<file path="config.mk">
export PLATFORM = sky130hd
export DESIGN_NAME = fcmp_arbiter
export DESIGN_NICKNAME = d
export VERILOG_FILES = /design/src/rtl/fpu_pkg.sv /design/src/rtl/fcmp_core.sv /design/src/rtl/fcmp_arbiter.sv
export SDC_FILE = /design/constraint.sdc
export NUM_CORES = 1
export LEC_CHECK = 0
export CAP_MARGIN = 20
export CORE_MARGIN = 10
export CORE_UTILIZATION = 36
export DETAILED_ROUTE_END_ITERATION = 10
export GPL_TIMING_DRIVEN = 0
export PLACE_DENSITY = 0.82
export SLEW_MARGIN = 25
export SYNTH_ARGS = -nofsm -noshare
export SYNTH_HDL_FRONTEND = slang
export SYNTH_SLANG_ARGS = --single-unit
</file>
<file path="constraint.sdc">
create_clock -name clk -period 4 [get_ports clk]
set_input_delay 0.8 -clock clk [delete_from_list [all_inputs] [get_ports clk]]
set_output_delay 0.8 -clock clk [all_outputs]
set_load 0.005 [all_outputs]
</file>
<file path="src/rtl/fpu_pkg.sv">
// Shared types and constants for the FP compare path.
package fpu_pkg;

  localparam int FP_W = 32;

  typedef enum logic [1:0] {
    FEQ  = 2'b00,
    FLT  = 2'b01,
    FLE  = 2'b10,
    FRSV = 2'b11
  } fcmp_op_e;

endpackage

</file>
<file path="src/rtl/fcmp_core.sv">
// Combinational binary32 compare (feq/flt/fle), no NaN handling; +0 and -0 compare equal.
module fcmp_core
  import fpu_pkg::*;
(
  input  logic [FP_W-1:0] x,
  input  logic [FP_W-1:0] y,
  input  fcmp_op_e        op,
  output logic [FP_W-1:0] z
);

  logic both_zero, feq, fle, flt, mag_le, mag_ge, bit_z;

  assign both_zero = ~|x[30:0] & ~|y[30:0];
  assign feq       = (x == y) | both_zero;
  assign mag_le    = x[30:0] <= y[30:0];
  assign mag_ge    = x[30:0] >= y[30:0];

  // sign/magnitude ordering: for two negatives the larger magnitude is the smaller value
  assign fle = both_zero
             | (x[31] & ~y[31])
             | (~x[31] & ~y[31] & mag_le)
             | (x[31] & y[31] & mag_ge);
  assign flt = fle & ~feq;

  always_comb begin
    bit_z = 1'b0;
    case (op)
      FEQ:     bit_z = feq;
      FLT:     bit_z = flt;
      FLE:     bit_z = fle;
      default: bit_z = 1'b0;
    endcase
  end

  assign z = {{(FP_W-1){1'b0}}, bit_z};

endmodule

</file>
<file path="src/rtl/fcmp_arbiter.sv">
// Round-robin sharing of one fcmp_core between NREQ requesters, with a one-entry
// registered result stage under valid/ready flow control.
module fcmp_arbiter
  import fpu_pkg::*;
#(
  parameter int  NREQ = 2,
  parameter int  TAGW = 6,
  localparam int SRCW = $clog2(NREQ)
) (
  input  logic                 clk,
  input  logic                 rstn,
  input  logic [NREQ-1:0]      req_valid,
  output logic [NREQ-1:0]      req_ready,
  input  logic [NREQ*2-1:0]    req_op,
  input  logic [NREQ*FP_W-1:0] req_x,
  input  logic [NREQ*FP_W-1:0] req_y,
  input  logic [NREQ*TAGW-1:0] req_tag,
  output logic                 res_valid,
  input  logic                 res_ready,
  output logic [FP_W-1:0]      res_z,
  output logic [TAGW-1:0]      res_tag,
  output logic [SRCW-1:0]      res_src
);

  logic [SRCW-1:0] last;
  logic [SRCW-1:0] gidx;
  logic [SRCW-1:0] idx;
  logic [NREQ-1:0] gnt;
  logic            found;
  logic            can_accept;
  logic            xfer;
  logic [FP_W-1:0] sel_x, sel_y, core_z;
  logic [TAGW-1:0] sel_tag;
  fcmp_op_e        sel_op;

  // scan starts one past the last winner; NREQ is a power of two so the add wraps for free
  always_comb begin
    gnt   = '0;
    gidx  = last;
    idx   = '0;
    found = 1'b0;
    for (int k = 1; k <= NREQ; k++) begin
      idx = last + SRCW'(k);
      if (!found && req_valid[idx]) begin
        found     = 1'b1;
        gidx      = idx;
        gnt[idx]  = 1'b1;
      end
    end
  end

  assign can_accept = ~res_valid | res_ready;
  assign req_ready  = gnt & {NREQ{can_accept & rstn}};
  assign xfer       = found & can_accept;

  assign sel_x   = req_x[FP_W*int'(gidx) +: FP_W];
  assign sel_y   = req_y[FP_W*int'(gidx) +: FP_W];
  assign sel_tag = req_tag[TAGW*int'(gidx) +: TAGW];
  assign sel_op  = fcmp_op_e'(req_op[2*int'(gidx) +: 2]);

  fcmp_core u_core (
    .x  (sel_x),
    .y  (sel_y),
    .op (sel_op),
    .z  (core_z)
  );

  always_ff @(posedge clk or negedge rstn) begin
    if (!rstn) begin
      res_valid <= 1'b0;
      res_z     <= '0;
      res_tag   <= '0;
      res_src   <= '0;
      last      <= SRCW'(NREQ-1);
    end else if (xfer) begin
      res_valid <= 1'b1;
      res_z     <= core_z;
      res_tag   <= sel_tag;
      res_src   <= gidx;
      last      <= gidx;
    end else if (res_ready) begin
      res_valid <= 1'b0;
    end
  end

endmodule

</file>
; Word level (Yosys, flattened, before mapping)
; Cells that the tools add are included.
; W data, S select, Z words.
[classes]
addsub = 1
multipliers = 1
order_cmp = 6
n_eq_ne = 3
n_shift = 4
muxes = 17
n_bitwise = 20
n_reduce_logical = 10
[op_table]
columns = cell, n
row1 = $shiftx A64 B7 Y32, 2
row2 = $reduce_or A31 Y1, 2
row3 = $eq A32 B32 Y1, 1
row4 = $ge A31 B31 Y1, 1
row5 = $le A31 B31 Y1, 1
row6 = $mux W1, 12
row7 = $shiftx A12 B5 Y6, 1
row8 = $and A1 B1 Y1, 9
row9 = $or A1 B1 Y1, 5
row10 = $lt A1 B2 Y1 const B, 2
row11 = $mux W2, 2
row12 = $not A1 Y1, 4
row13 = $shiftx A4 B3 Y2, 1
row14 = $logic_and A1 B1 Y1, 3
row15 = $logic_not A1 Y1, 3
row16 = $mul A2 B1 Y3 const A, 1
row17 = $pmux W1 S3, 1
row18 = $and A2 B2 Y2, 1
row19 = $demux W1 S1, 2
row20 = $eq A2 B1 Y1 const B, 1
row21 = $eq A2 B2 Y1 const B, 1
row22 = $ge A1 B1 Y1 const B, 2
row23 = $logic_not A2 Y1, 1
row24 = $or A2 B2 Y2, 1
row25 = 2 further kinds, 2
[totals]
register_bits = 10
in_bits = 149
output_inout_bits = 42
elab_cells = 67

; Depth between registers and ports, before layout
[depth]
word_depth = 16
depth_mapped = 16
depth_no_buf = 13

; Cells and area by module
; From an unflattened synthesis, not the netlist that was laid out.
[unflattened]
cells_unflattened = 378
area_unflattened_um2 = 3988.8
[by_module_without_submodules]
columns = mod, n_inst, cells_per_inst, area_per_inst_um2, seq_area_each_um2
row1 = fcmp_arbiter, 1, 196, 2700.1, 1027.2
row2 = fcmp_core, 1, 182, 1288.7, 0.0

; Worst setup path before layout
; No wires, ideal clock.
[synth_timing]
path_type = input-to-reg
startpoint = input req_valid[1]
endpoint = register res_z[0]
setup_time_ns = 0.127
t_arrival_ns = 3.662
t_required_ns = 3.873
path_slack_ns = 0.210
path_stages = 15
path_buffers = 3
cell_sequence = or2_1 > buf_6 > nand2_2 > buf_1 > clkbuf_1 > mux2i_1 > ha_1 > nand4_1 > or2_2 > nor2_1 > nand4_1 > or2_1 > o221a_2 > o221ai_2 > nor3b_2
[synth_between]
elab_chain_cells = 15
elab_cells_between_ends = 39
classes_between = order compare (2) / eq/ne (3) / shift (3) / mux (9) / bitwise (15) / reduce/logical (7)
[synth_lines]
columns = element, line
row1 = start: declaration, fcmp_arbiter.sv:12  ; input logic [NREQ-1:0] req_valid,
row2 = "parallel branches: the longest is 15 deep, another holds $le A31 B31 Y1", n/a
row3 = end signal: assignment, fcmp_arbiter.sv:77  ; res_z <= core_z;
row4 = end: declaration, fcmp_arbiter.sv:20  ; output logic [FP_W-1:0] res_z,
; Several ways; the timed one is not identified. The select of a mux whose other input is x is not followed.
; A chain may end at the register's enable or synchronous reset.

; Worst setup path in the final report
[layout_timing]
startpoint = input req_valid[0]
endpoint = register res_z[0]
; Same word-level chain as after synthesis.

==> impl_metrics.env <==
export IMPL_vias_per_cell=5.249
export IMPL_syn_area_per_cell_um2=6.987
export IMPL_drive_gt1_frac=0.1164
export IMPL_syn_inst=390
export IMPL_synth_warnings=0
export IMPL_grt_pass1_vias=3743
export IMPL_first_iter_violations=174
export IMPL_die_h_um=107.0
export IMPL_htree_levels=1
export IMPL_setup_viol=0
export IMPL_initial_core_util=0.3737
export IMPL_place_gp_congestion=0.9866
export IMPL_arrival_ns=3.83
export IMPL_rsz0062_at_grt="no"
export IMPL_grt_first_pass_wirelength_um=19760
export IMPL_dp_hpwl_um=11550
export IMPL_setup_slack_ns=0.3212
export IMPL_slew_limit_headroom=0.6121
export IMPL_nFillCells=668
export IMPL_reg2reg_depth=17
export IMPL_ios=191
export IMPL_nNetsFinal=762
export IMPL_path_depth=16
export IMPL_crit_path_top_delay_cell="a211oi_2"
export IMPL_cap_violations=0
export IMPL_ys_types=56
export IMPL_startpoint_type="primary input"
export IMPL_area_growth_pct=72.91
export IMPL_routedWlPerCell_um=19.02
export IMPL_yosysTopAreaCell="nand2_1"
export IMPL_final_cell_mix="clkdlybuf4s50_1 (157), nand2_1 (102), buf_4 (33)"
export IMPL_cts_made_buffers=3
export IMPL_cp_endpoint="res_z[0]"
export IMPL_grt_overflow_total=0
export IMPL_grt_max_degree=17
export IMPL_critPathBufInv=4
export IMPL_drc_errors=0
export IMPL_p_per_area_nw_per_um2=237.8
export IMPL_hold_class="register to register"
export IMPL_synth_async_sr_flop_share=1.000
export IMPL_critPathMaxStageDelay_ns=0.30
export IMPL_peakVddDrop_mv=0.1184
export IMPL_antenna_cells=0
export IMPL_cts_tree="built"
export IMPL_post_place_ws_ns=-1.221
export IMPL_power_w=0.001121
export IMPL_syn_area_um2=2725
export IMPL_path_cells="clkbuf_2 > and2_1 > buf_6 > nor2_4 > clkbuf_8 > buf_6 > mux2i_2 > ha_1 > a21o_1 > a21o_1 > a211oi_1 > o21ai_0 > a211oi_2 > o221a_2 > o221ai_2 > nor3b_2"
export IMPL_rows=31
export IMPL_rr_endpoint="res_z[0]"
export IMPL_synth_edf_count=0
export IMPL_path_class="primary input to register"
export IMPL_period_share=0.9197
export IMPL_fp_coreArea_um2=7292
export IMPL_port_buffers=159
export IMPL_r2r_start="last"
export IMPL_status="completed"
export IMPL_critical_path_top_delay_family="compound AO/OA/AOI/OAI gates"
export IMPL_ant_nets=0
export IMPL_required_ns=4.15
export IMPL_antenna_found_initial=0
export IMPL_drt_pass1_iterations=5
export IMPL_seq_area_frac_synth=0.09229
export IMPL_die_w_um=107.0
export IMPL_track_usage=0.2173
export IMPL_crit_path_max_fanout=10
export IMPL_ys_flop_type="dfrtp_1"
export IMPL_wirelength_um=12990
export IMPL_path_clk_slew_ns=0.05
export IMPL_fin_cells=683
export IMPL_clock_fmax_mhz=271.8
export IMPL_ys_ff_latch=10
export IMPL_reg2reg_slack_ns=0.50
export IMPL_maxSlewViolCount=0
export IMPL_clock_skew_ns=0.001186
export IMPL_clockBufferDepth=2
export IMPL_end_kind="register"
export IMPL_leakage_nw=2.095
export IMPL_startpoint="req_valid[0]"
export IMPL_dieArea_um2=11450
export IMPL_fin_crit_ns=3.679
export IMPL_final_common_cell="clkdlybuf4s50_1"
export IMPL_insertion_delay_ns=0.23
export IMPL_clock_sinks=10
export IMPL_post_place_cells=678
export IMPL_finalHoldViolCount=0
export IMPL_yosys_top_cells_area="nand2_1 (14%), ha_1 (13%), mux2i_1 (10%)"
export IMPL_num_vias=3585
export IMPL_worst_pin_slew_ns=0.5765
export IMPL_root_buffer="clkbuf_8"
export IMPL_yosysTopAreaCellShare=0.1405
[metrics by stage]
stage / area [µm²] / util / TNS, ns / hold slack, ns
6_report: 4712 / 0.6462 / 0 / 0.4738
3_3_place_gp: 4553 / 0.6244 / -1.172 / 0.4615
4_1_cts: 4682 / 0.6421 / 0 / 0.4812
2_1_floorplan: 2838 / - / 0 / 0.4733
3_5_place_dp: 4553 / 0.6244 / -1.221 / 0.4706
5_1_grt: 4712 / 0.6462 / 0 / 0.5562
[worst min-delay path: cells and delay by family, from the launching register on]
kind,cells,cell delay [ns]
AO/OA/AOI/OAI,1,0.06
flip-flops,1,0.33
AND/OR/NAND/NOR,1,0.05
[state kept, by name, indices dropped and copies added (netlist names)]
| signal | flops |
|---|---|
| res_valid | 1 |
| last | 1 |
| res_tag | 6 |
| res_src | 1 |
| res_z | 1 |
[timing repair]
item,4_1_cts,5_1_grt
setup buffers,2,0
resized for setup,22,11
hold buffers,0,0
setup endpoints to repair,1,1
pin swaps,3,2
[worst min-delay path by stage]
| stage | from | to | slack [ns] | cells past startpoint |
|---|---|---|---|---|
| 2_1_floorplan | res_src | res_src | 0.47 | 2 |
| 6_report | res_src | res_src | 0.47 | 2 |
| 3_3_place_gp | res_src | res_src | 0.46 | 2 |
| 5_1_grt | last | last | 0.56 | 2 |
| 3_5_place_dp | res_src | res_src | 0.47 | 2 |
| 4_1_cts | res_src | res_src | 0.48 | 2 |
[synthesized netlist by cell type (4+ instances only)]
library cell    n
a31oi_1         8
a21o_1          4
mux2i_1        28
nand2_1       102
ha_1           28
dfrtp_1         9
buf_4          31
nor2_1         16
nand3_1         6
nor3_1          4
nand4_1        13
clkbuf_1        6
xnor2_1        11
a21oi_1        10
inv_1           7
nand2b_1        7
nor4_1         32
o21ai_0        15
[per-layer routing]
metal | up-vias | track usage | share of wire
met1 | 1617 | 0.2441 | 0.39
met5 | - | 0 | 0
met3 | 20 | 0.07485 | 0.11
met2 | 198 | 0.3793 | 0.48
met4 | 0 | 0.06286 | 0.020
li1 | 1750 | - | -
[cell type report]
class | count | area [µm²] | area share
tap | 99 | 123.9 | 0.02629
clock buffer | 4 | 55.05 | 0.01168
timing repair buffer | 161 | 1597 | 0.3388
multi-input combinational | 359 | 2316 | 0.4915
sequential | 10 | 251.5 | 0.05337
buffer | 43 | 342.8 | 0.07276
inverter | 7 | 26.28 | 0.005576
[where the power goes]
part / total [W] / internal [W] / switching (W)
Combinational: 0.000857 / 0.000438 / 0.000419
Sequential: 0.000140 / 0.000125 / 0.0000152
Clock: 0.000124 / 0.0000863 / 0.0000372
Total: 0.00112 / 0.000649 / 0.000471
[cells by family after synthesis]
group	after synthesis	synth area share
other cells	1	0.001376
buf+inv	51	0.1194
flops	10	0.09229
fa+ha+maj	28	0.1286
simple gates	198	0.3522
xor+xnor	13	0.04178
mux	30	0.1111
compound gates	59	0.1534
No activity file was read; power rests on OpenSTA's default activity.
